<file path="src/rtl/uart_pkg.sv">
// -----------------------------------------------------------------------------
// uart_pkg
//   Definitions shared by the UART transmit-side blocks and their benches.
//
//   UART_DATA_WIDTH      : character width used by uart_tx and its FIFO.
//   uart_tx_fifo_state_t : launch/handshake states of the TX FIFO drain FSM.
// -----------------------------------------------------------------------------
package uart_pkg;

  localparam int UART_DATA_WIDTH = 8;

  typedef enum logic [1:0] {
    IDLE      = 2'd0,
    LAUNCH    = 2'd1,
    WAIT_DONE = 2'd2
  } uart_tx_fifo_state_t;

endpackage

</file>
<file path="src/rtl/uart_fifo_mem.sv">
// -----------------------------------------------------------------------------
// uart_fifo_mem
//   Simple dual-port register array used as FIFO storage. It has one
//   synchronous write port and one asynchronous (combinational) read port.
//   It holds no pointers or flags, so TX and RX FIFOs can both reuse it.
//
//   Ports:
//     clk      in   write clock
//     wr_en    in   write enable, sampled on rising edge
//     wr_addr  in   ADDR_WIDTH  write address
//     wr_data  in   DATA_WIDTH  write data
//     rd_addr  in   ADDR_WIDTH  read address
//     rd_data  out  DATA_WIDTH  contents of rd_addr (combinational)
// -----------------------------------------------------------------------------
module uart_fifo_mem
  import uart_pkg::*;
#(
  parameter int  DATA_WIDTH = UART_DATA_WIDTH,
  parameter int  DEPTH      = 16,
  localparam int ADDR_WIDTH = $clog2(DEPTH)
) (
  input  logic                  clk,
  input  logic                  wr_en,
  input  logic [ADDR_WIDTH-1:0] wr_addr,
  input  logic [DATA_WIDTH-1:0] wr_data,
  input  logic [ADDR_WIDTH-1:0] rd_addr,
  output logic [DATA_WIDTH-1:0] rd_data
);

  // Storage is deliberately not reset. Readers only look at entries
  // that a write has already filled.
  logic [DATA_WIDTH-1:0] mem [DEPTH];

  always_ff @(posedge clk) begin
    if (wr_en) begin
      mem[wr_addr] <= wr_data;
    end
  end

  assign rd_data = mem[rd_addr];

endmodule

</file>
<file path="src/rtl/uart_tx_fifo.sv">
// -----------------------------------------------------------------------------
// uart_tx_fifo
//   Transmit byte buffer placed directly upstream of uart_tx.
//   - Bursty host writes are queued in a circular FIFO.
//   - Bytes are drained into uart_tx one frame at a time through its
//     start/done/busy handshake.
//
//   Optional feature macro: UART_TX_FIFO_LEVEL_EN
//     When defined, adds the o_level port, driven by a registered
//     occupancy counter.
//
//   Ports:
//     i_clk       in   system clock, rising edge
//     i_rst_n     in   asynchronous active-low reset
//     i_wr_en     in   host write strobe
//     i_wr_data   in   DATA_WIDTH  byte to enqueue
//     o_full      out  FIFO holds DEPTH entries
//     o_empty     out  FIFO holds no entries
//     o_overflow  out  one-cycle pulse; a write was dropped because the FIFO was full
//     o_tx_start  out  one-cycle launch pulse to uart_tx.i_start
//     o_tx_data   out  DATA_WIDTH  byte to uart_tx.i_data; held until next launch
//     i_tx_done   in   uart_tx.o_done
//     i_tx_busy   in   uart_tx.o_busy
//     o_level     out  ADDR_WIDTH+1  occupancy (only with UART_TX_FIFO_LEVEL_EN)
// -----------------------------------------------------------------------------
module uart_tx_fifo
  import uart_pkg::*;
#(
  parameter int  DATA_WIDTH = UART_DATA_WIDTH,
  parameter int  DEPTH      = 16,
  localparam int ADDR_WIDTH = $clog2(DEPTH)
) (
  input  logic                  i_clk,
  input  logic                  i_rst_n,
  input  logic                  i_wr_en,
  input  logic [DATA_WIDTH-1:0] i_wr_data,
  output logic                  o_full,
  output logic                  o_empty,
  output logic                  o_overflow,
  output logic                  o_tx_start,
  output logic [DATA_WIDTH-1:0] o_tx_data,
  input  logic                  i_tx_done,
  input  logic                  i_tx_busy
`ifdef UART_TX_FIFO_LEVEL_EN
  ,
  output logic [ADDR_WIDTH:0]   o_level
`endif
);

  localparam logic [ADDR_WIDTH:0] PTR_ONE = {{ADDR_WIDTH{1'b0}}, 1'b1};

  if (DEPTH < 2 || (DEPTH & (DEPTH - 1)) != 0) begin : g_bad_depth
    $error("uart_tx_fifo: DEPTH must be a power of two and at least 2");
  end

  // The pointers carry one extra wrap bit. That bit lets full and empty
  // be told apart when the address bits match.
  logic [ADDR_WIDTH:0]     wr_ptr;
  logic [ADDR_WIDTH:0]     rd_ptr;
  logic [DATA_WIDTH-1:0]   rd_data;

  logic                    wr_acc;
  logic                    pop;
  logic                    done_q;
  logic                    done_rise;
  logic                    overflow_q;
  logic                    tx_start_q;
  logic [DATA_WIDTH-1:0]   tx_data_q;

  uart_tx_fifo_state_t     state;
  uart_tx_fifo_state_t     state_next;

  // Flags depend only on the pointer registers. They therefore show every
  // write and pop from the previous edge.
  assign o_empty = (wr_ptr == rd_ptr);
  assign o_full  = (wr_ptr[ADDR_WIDTH] != rd_ptr[ADDR_WIDTH]) &&
                   (wr_ptr[ADDR_WIDTH-1:0] == rd_ptr[ADDR_WIDTH-1:0]);

  // A pop in the same cycle does not make room. Acceptance looks only at
  // the registered full flag.
  assign wr_acc    = i_wr_en && !o_full;
  assign done_rise = i_tx_done && !done_q;

  uart_fifo_mem #(
    .DATA_WIDTH (DATA_WIDTH),
    .DEPTH      (DEPTH)
  ) u_mem (
    .clk     (i_clk),
    .wr_en   (wr_acc),
    .wr_addr (wr_ptr[ADDR_WIDTH-1:0]),
    .wr_data (i_wr_data),
    .rd_addr (rd_ptr[ADDR_WIDTH-1:0]),
    .rd_data (rd_data)
  );

  // Drain FSM, next-state logic.
  // Gating on i_tx_busy matters after a mid-frame reset. uart_tx keeps
  // sending its current frame, so no new launch may start until that
  // frame has finished.
  always_comb begin
    state_next = state;
    pop        = 1'b0;
    unique case (state)
      IDLE: begin
        if (!o_empty && !i_tx_busy) begin
          pop        = 1'b1;
          state_next = LAUNCH;
        end
      end
      LAUNCH: begin
        state_next = WAIT_DONE;
      end
      WAIT_DONE: begin
        if (done_rise) begin
          state_next = IDLE;
        end
      end
      default: begin
        state_next = IDLE;
      end
    endcase
  end

  // Stage boundary: state, pointers, done edge detector and launch outputs.
  always_ff @(posedge i_clk or negedge i_rst_n) begin
    if (!i_rst_n) begin
      state      <= IDLE;
      wr_ptr     <= '0;
      rd_ptr     <= '0;
      done_q     <= 1'b0;
      overflow_q <= 1'b0;
      tx_start_q <= 1'b0;
      tx_data_q  <= '0;
    end else begin
      state      <= state_next;
      done_q     <= i_tx_done;
      overflow_q <= i_wr_en && o_full;
      tx_start_q <= pop;
      if (wr_acc) begin
        wr_ptr <= wr_ptr + PTR_ONE;
      end
      if (pop) begin
        rd_ptr    <= rd_ptr + PTR_ONE;
        tx_data_q <= rd_data;
      end
    end
  end

  assign o_overflow = overflow_q;
  assign o_tx_start = tx_start_q;
  assign o_tx_data  = tx_data_q;

`ifdef UART_TX_FIFO_LEVEL_EN
  logic [ADDR_WIDTH:0] level_q;

  // Stage boundary: occupancy counter, kept in step with the pointers.
  always_ff @(posedge i_clk or negedge i_rst_n) begin
    if (!i_rst_n) begin
      level_q <= '0;
    end else begin
      unique case ({wr_acc, pop})
        2'b10:   level_q <= level_q + PTR_ONE;
        2'b01:   level_q <= level_q - PTR_ONE;
        default: level_q <= level_q;
      endcase
    end
  end

  assign o_level = level_q;
`endif

endmodule
</file>
<file path="config.mk">
export PLATFORM = sky130hd
export DESIGN_NAME = uart_tx_fifo
export DESIGN_NICKNAME = d
export VERILOG_FILES = /design/src/rtl/uart_pkg.sv /design/src/rtl/uart_fifo_mem.sv /design/src/rtl/uart_tx_fifo.sv
export SDC_FILE = /design/constraint.sdc
export NUM_CORES = 1
export LEC_CHECK = 0
export ABC_AREA = 1
export BUFFER_PORTS_ARGS = -buffer_cell sky130_fd_sc_hd__buf_4
export CAP_MARGIN = 20
export CORE_MARGIN = 5
export CORE_UTILIZATION = 40
export DETAILED_ROUTE_END_ITERATION = 8
export PLACE_DENSITY = 0.59
export REMOVE_ABC_BUFFERS = 1
export SETUP_SLACK_MARGIN = 0.15
export SLEW_MARGIN = 10
export SYNTH_ARGS = -nofsm -noshare
export SYNTH_HDL_FRONTEND = slang
export SYNTH_SLANG_ARGS = --single-unit
</file>
<file path="constraint.sdc">
create_clock -name i_clk -period 5.3 [get_ports i_clk]
set_input_delay 1.06 -clock i_clk [delete_from_list [all_inputs] [get_ports i_clk]]
set_output_delay 1.06 -clock i_clk [all_outputs]
set_load 0.05 [all_outputs]
</file>
# Word-level counts from Yosys, hierarchy flattened
# Memories as Yosys holds them, arrays and structs flattened. A register that Yosys moved wholly into a read port is not among the register bits.
# Index checks and enable logic that the tools add are counted.
# word_totals
wordCells	35
reg_bits	15
memories	1
mem_bits_rw	128
out_inout_bits	12
inputBits	13
# memory_table
name	words	width	rd	rd_clocked_by_memory_dff	write_ports	line	rtl
u_mem.mem	16	8	1	1	1	uart_fifo_mem.sv:32	logic [DATA_WIDTH-1:0] mem [DEPTH];
# classes
reduce_logical	12
n_eq_ne	7
add_sub_neg	2
muxes	7
# op_table
op	n
adder 5 x 1 -> 5 bit (second input constant)	2
case mux 2 bit (3 select lines)	1
equality test 5 bit	1
logical AND 1 bit	5
zero test 1 bit	5
equality test 4 bit	1
2-to-1 mux 1 bit	4
2-to-1 mux 2 bit	2
inequality test 2 bit (second input constant)	2
equality test 2 x 1 -> 1 bit (second input constant)	1
equality test 2 bit (second input constant)	1
zero test 2 bit	1
AND reduction 2 bit	1
inequality test 1 bit	1

# Longest topological paths before layout
# depth
ltp_word	6
ltp_mapped	13
depth_no_buf	10

# Hierarchy
# A second synthesis with hierarchy kept.
# hier_totals
hier_cells	675
area_unflattened_um2	6761.5
# by_module_without_submodules
module	n_inst	area_each_um2	cells_each
uart_fifo_mem	1	5606.6	543
uart_tx_fifo	1	1154.9	132

# Worst setup path after synthesis
# No wires, ideal clock.
# synth_timing
path_type	reg2out
startpoint	register wr_ptr[2]
endpoint	output o_empty
n_path_buf	1
arrival_time_ns	1.222
stages_incl_launch_ff	6
setup_slack_ns	3.018
required_time_ns	4.240
path_cell_list	dfrtp_1 -> buf_2 -> xor2_1 -> nor2_1 -> nand3_1 -> inv_1
# synth_via
elab_chain_len	1
# synth_rtl
element	line	rtl
start, declared	uart_tx_fifo.sv:58	logic [ADDR_WIDTH:0] wr_ptr;
start signal, assigned	uart_tx_fifo.sv:140	wr_ptr <= wr_ptr + PTR_ONE;
equality test 5 bit	uart_tx_fifo.sv:75	assign o_empty = (wr_ptr == rd_ptr);
end, declared	uart_tx_fifo.sv:38	output logic o_empty,
# No other way between the ends.

# Final worst setup path
# layout_timing
startpoint	register rd_ptr[1]
endpoint	output o_empty
# layout_via
elab_chain_len	1
# layout_rtl
element	line	rtl
start, declared	uart_tx_fifo.sv:59	logic [ADDR_WIDTH:0] rd_ptr;
start signal, assigned	uart_tx_fifo.sv:143	rd_ptr <= rd_ptr + PTR_ONE;
equality test 5 bit	uart_tx_fifo.sv:75	
# No other way between the ends.

==> results.txt <==
Measured in cells, the most critical reg-to-reg path has a length of 8. The share of cells above drive strength 1 came out at a little under a tenth. For this block, the initial DRC count from the detailed router was 496. After clock tree synthesis, the flow added hold-fix buffers numbering 0. The via density per instance came out at 4.86. Clock tree synthesis found a total of between 150 and 200 sinks. The total iterations of the first detailed-routing run is 5. The setup check on the worst reg-to-reg path leaves a slack of around 2.3 ns. The global routing met3 resource utilization came out at 6.07%. The signed area change from the synthesized netlist to the final layout is 13.1%. The data arrival time of the critical path came out at 2.17 ns. No sink is reached through more buffers than the 2 on the longest clock path. The floorplan step defined a die boundary enclosing 19600 um^2.

The power per standard cell area is 524 nW/um^2. The total of endpoints with negative setup slack in the final report is 0. The critical path capture point type is an output pin. The maximum number of pins on one net before global-route repair is 69.

The clock arrives with 0.00640 ns of skew. The clock-pin transition on the worst setup and hold timing paths is 0.06 ns. In the global route stage, overall resource usage came out at between 10% and 20%. STA classifies the critical path startpoint as a flop.

The final critical delay including setup and external delays came out at 3.23 ns. The dominant register cell in the synthesized netlist is sky130_fd_sc_hd__edfxtp_1. The antenna violation net count after detailed routing is 0. TritonCTS built the clock tree.

The number of antenna violations at the first check in global routing came out at 0. Ranked by instance count, the synthesized netlist is headed by sky130_fd_sc_hd__nand2_1 (251), sky130_fd_sc_hd__inv_1 (136), sky130_fd_sc_hd__edfxtp_1 (128). The launching point of the worst reg2reg path is rd_ptr[1]$_DFFE_PN0P_.

The count of yosys warnings during synthesis is 0. Summing the areas of all and, or, nand and nor instances in the mapped netlist gives 22.0% of the synthesized area. The count of vias placed by the detailed router came out at 4616. The total count of hold-check failures in the final report was 0. The H-tree generated during clock tree synthesis spans 4 levels.

Setup slack on the critical path of the routed design comes to between 2 and 2.5 ns. The starting utilization of the core area came out at 40.8%. For the pin with the worst max-slew slack, the measured transition is 1.05 ns. The static leakage power came out at 3.49 nW. For this design the top-level I/O count stands at 25. The timing endpoint of the critical path is o_empty.

The synthesized area per cell came out at about 9.7 um^2. The area share of the largest cell type after synthesis came out at 56.8%. The number of different library cells used by synthesis comes to 23.

The sequential element share of the synthesized area is approximately 65%. The final net count is 736. met2 is the most crowded layer. The largest total area in the synthesized netlist belongs to sky130_fd_sc_hd__edfxtp_1. The critical path is of the reg2out type. The via count of the first global-routing pass is between 4000 and 5000.

The floorplan step set the die width to between 100 and 150 um. In this run the worst hold path is classified as reg2reg. Counting every instance in the synthesized netlist gives roughly 700. The post-detailed-placement half-perimeter wirelength is 10.2 mm. The insertion delay to the later sink of the worst-skew pair is 0.43 ns. The combinational family with the most area after synthesis is simple AND/OR/NAND/NOR gates. For this run, design rule violations remaining after detail routing come to 0. The fraction of the mapped netlist area in adder cells came out at 0.924%.

The height of the die is 140 um. The final weighted congestion of routability-driven global placement came out at 0.882. The largest fanout on the critical path is 37. STA puts the critical path data required time at 4.24 ns. The endpoint of the worst register-to-register path is u_mem.mem[13][1]$_DFFE_PP_. The launch point of the critical path is rd_ptr[1]$_DFFE_PN0P_.

TritonCTS created 17 clock buffers. The placed instance count is 917. By area the synthesized netlist is led by sky130_fd_sc_hd__edfxtp_1 (57%), sky130_fd_sc_hd__nand2_1 (14%), sky130_fd_sc_hd__dfrtp_1 (8.5%), sky130_fd_sc_hd__inv_1 (7.5%), sky130_fd_sc_hd__nand3_1 (6.2%). Setup repair after global routing left no endpoint under its margin.

The post-route fraction of the period consumed by the critical path came out at 61.0%. The xor and xnor fraction of the mapped netlist area is 1.29%. The max-slew violation total from the final report is 0.

The floorplan has 47 rows. The number of synthesized flops with an enable pin came out at 128. The flow ran to the end, and the final reports show no timing, DRC or antenna violations. The synthesized netlist devotes less than 1% of its cell area to compound gates. The synthesized flop and latch total is roughly 150. In this run the standard cell core region covers 16600 um^2. IR analysis of the VDD net gives a maximum drop of 0.000285 V. The overflow left after global routing came out at 0. The total inserted antenna cells came out at 0. The max-capacitance violation count is 0. The global-route wire length before repair came out at 25.0 mm.

The achievable frequency came out at 309 MHz. The summed instance area of the synthesized netlist is 6770 um^2. Of the post-synthesis cell area, the part taken by muxes is 0%.

The quantity of I/O buffers inserted on ports is 24. Prior to clock tree synthesis, the placed netlist has a worst setup slack of between 2 and 2.5 ns. The worst-case headroom to the max-slew limit came out at 29.6%.

The final routed wire length divided by cell count is about 17 um. The global routing met1 resource utilization is 20.9%. The root buffer cell chosen for the clock tree is sky130_fd_sc_hd__clkbuf_16.

Summed over all failing endpoints, the final setup total negative slack is 0 ns. Counting flops with an async set or reset pin after synthesis yields a share of 15.2%. The number of instances resized during post-cts repair came out at 0. Once the clock tree was built, the setup fixing pass inserted 0 buffers. The number of non-filler instances in the completed layout came out at ~950. Global routing consumed, on the met2 layer, 28.2% of the routing resources. The total length of routed wires is roughly 16 mm. By instance count, the leading cell after synthesis is sky130_fd_sc_hd__nand2_1.
[per-stage QoR]
stage / util (%) / total power [mW] / hold WS, ns / area (um^2)
3_5_place_dp: 42.7 / 2.89 / 0.469 / 7090
4_1_cts: 46.1 / 4.04 / 0.485 / 7650
2_1_floorplan: - / 2.47 / 0.448 / 6610
6_report: 46.2 / 4.02 / 0.479 / 7660
5_1_grt: 46.2 / 4.26 / 0.523 / 7660
3_3_place_gp: 42.7 / 2.88 / 0.464 / 7090
[registers in the layout (all words and copies together), names as in the netlist]
signal / cells
done_q: 1
o_overflow: 1
o_tx_data: 8
o_tx_start: 1
rd_ptr: 5
state: 2
u_mem.mem: 128
wr_ptr: 5
[layout make-up]
cell class	instances	area (um^2)
clock buffers	18	429
clock inverters	12	131
fillers	1553	8920
inverters	142	533
multi-input cells	378	1660
flip-flops and latches	151	4420
well taps	220	275
repair buffers	28	208
[metal layers]
layer  up-vias  wire (um)  share of wire [%]
met5         -          0                  0
met4         0        319                2.0
met3        29        976                6.2
met2       159       7530                 48
met1      2211       6860                 44
li1       2217          -                  -
[report_power, final]
part | total [mW] | switching [mW] | internal (mW) | leakage [nW]
clock | 1.14 | 0.460 | 0.685 | 0.264
sequential | 1.55 | 0.0929 | 1.46 | 1.45
combinational | 1.32 | 0.949 | 0.374 | 1.78
[layout by cell type, fill, tap and decap left out]
cell type,count
sky130_fd_sc_hd__clkbuf_16,17
sky130_fd_sc_hd__clkbuf_1,1
sky130_fd_sc_hd__o21ai_0,1
sky130_fd_sc_hd__inv_1,136
sky130_fd_sc_hd__bufinv_16,2
sky130_fd_sc_hd__inv_2,5
sky130_fd_sc_hd__clkinv_2,3
sky130_fd_sc_hd__o21ai_1,2
sky130_fd_sc_hd__buf_4,26
sky130_fd_sc_hd__edfxtp_1,128
sky130_fd_sc_hd__ha_1,5
sky130_fd_sc_hd__clkbuf_4,1
sky130_fd_sc_hd__nand3_2,1
sky130_fd_sc_hd__clkinv_1,1
sky130_fd_sc_hd__nor3_1,16
sky130_fd_sc_hd__nor2_1,3
sky130_fd_sc_hd__nor2_2,2
sky130_fd_sc_hd__nand3_1,84
sky130_fd_sc_hd__dfrtp_2,1
sky130_fd_sc_hd__dfrtp_1,22
sky130_fd_sc_hd__nand2_1,251
sky130_fd_sc_hd__clkinv_4,2
sky130_fd_sc_hd__o211ai_1,1
sky130_fd_sc_hd__nand2_2,2
sky130_fd_sc_hd__inv_6,1
sky130_fd_sc_hd__xor2_1,5
sky130_fd_sc_hd__buf_2,1
sky130_fd_sc_hd__xnor2_1,5
sky130_fd_sc_hd__clkinvlp_4,4
[kinds of logic (layout without fill, tap and decap cells)]
group	count (synthesis)	in the layout
AO/OA/AOI/OAI	4	4
buffers and inverters	170	200
AND/OR/NAND/NOR	359	359
XOR/XNOR	10	10
flip-flops	151	151
adder cells (fa/ha/maj)	5	5
[worst min-delay path by stage]
stage / cells after the start / slack, ns / end / start
floorplan: 1 / 0.45 / state[1]$_DFFE_PN0P_ / state[1]$_DFFE_PN0P_
global placement: 2 / 0.46 / o_tx_data[5]$_DFFE_PN0P_ / o_tx_data[5]$_DFFE_PN0P_
detailed placement: 2 / 0.47 / o_tx_data[6]$_DFFE_PN0P_ / o_tx_data[6]$_DFFE_PN0P_
CTS: 2 / 0.48 / o_tx_data[6]$_DFFE_PN0P_ / o_tx_data[6]$_DFFE_PN0P_
global route: 2 / 0.52 / o_tx_data[6]$_DFFE_PN0P_ / o_tx_data[6]$_DFFE_PN0P_
finish: 2 / 0.48 / o_tx_data[1]$_DFFE_PN0P_ / o_tx_data[1]$_DFFE_PN0P_
[critical path: stages (launching register included)]
cell                      delay [ns]
sky130_fd_sc_hd__dfrtp_1        0.32
sky130_fd_sc_hd__buf_4          0.36
sky130_fd_sc_hd__inv_2          0.33
sky130_fd_sc_hd__nand2_1        0.13
sky130_fd_sc_hd__nand2_1        0.06
sky130_fd_sc_hd__nor2_2         0.14
sky130_fd_sc_hd__nand3_1        0.12
sky130_fd_sc_hd__inv_1          0.08
sky130_fd_sc_hd__buf_4          0.19
Note: power is estimated with default switching activity, not from simulation.
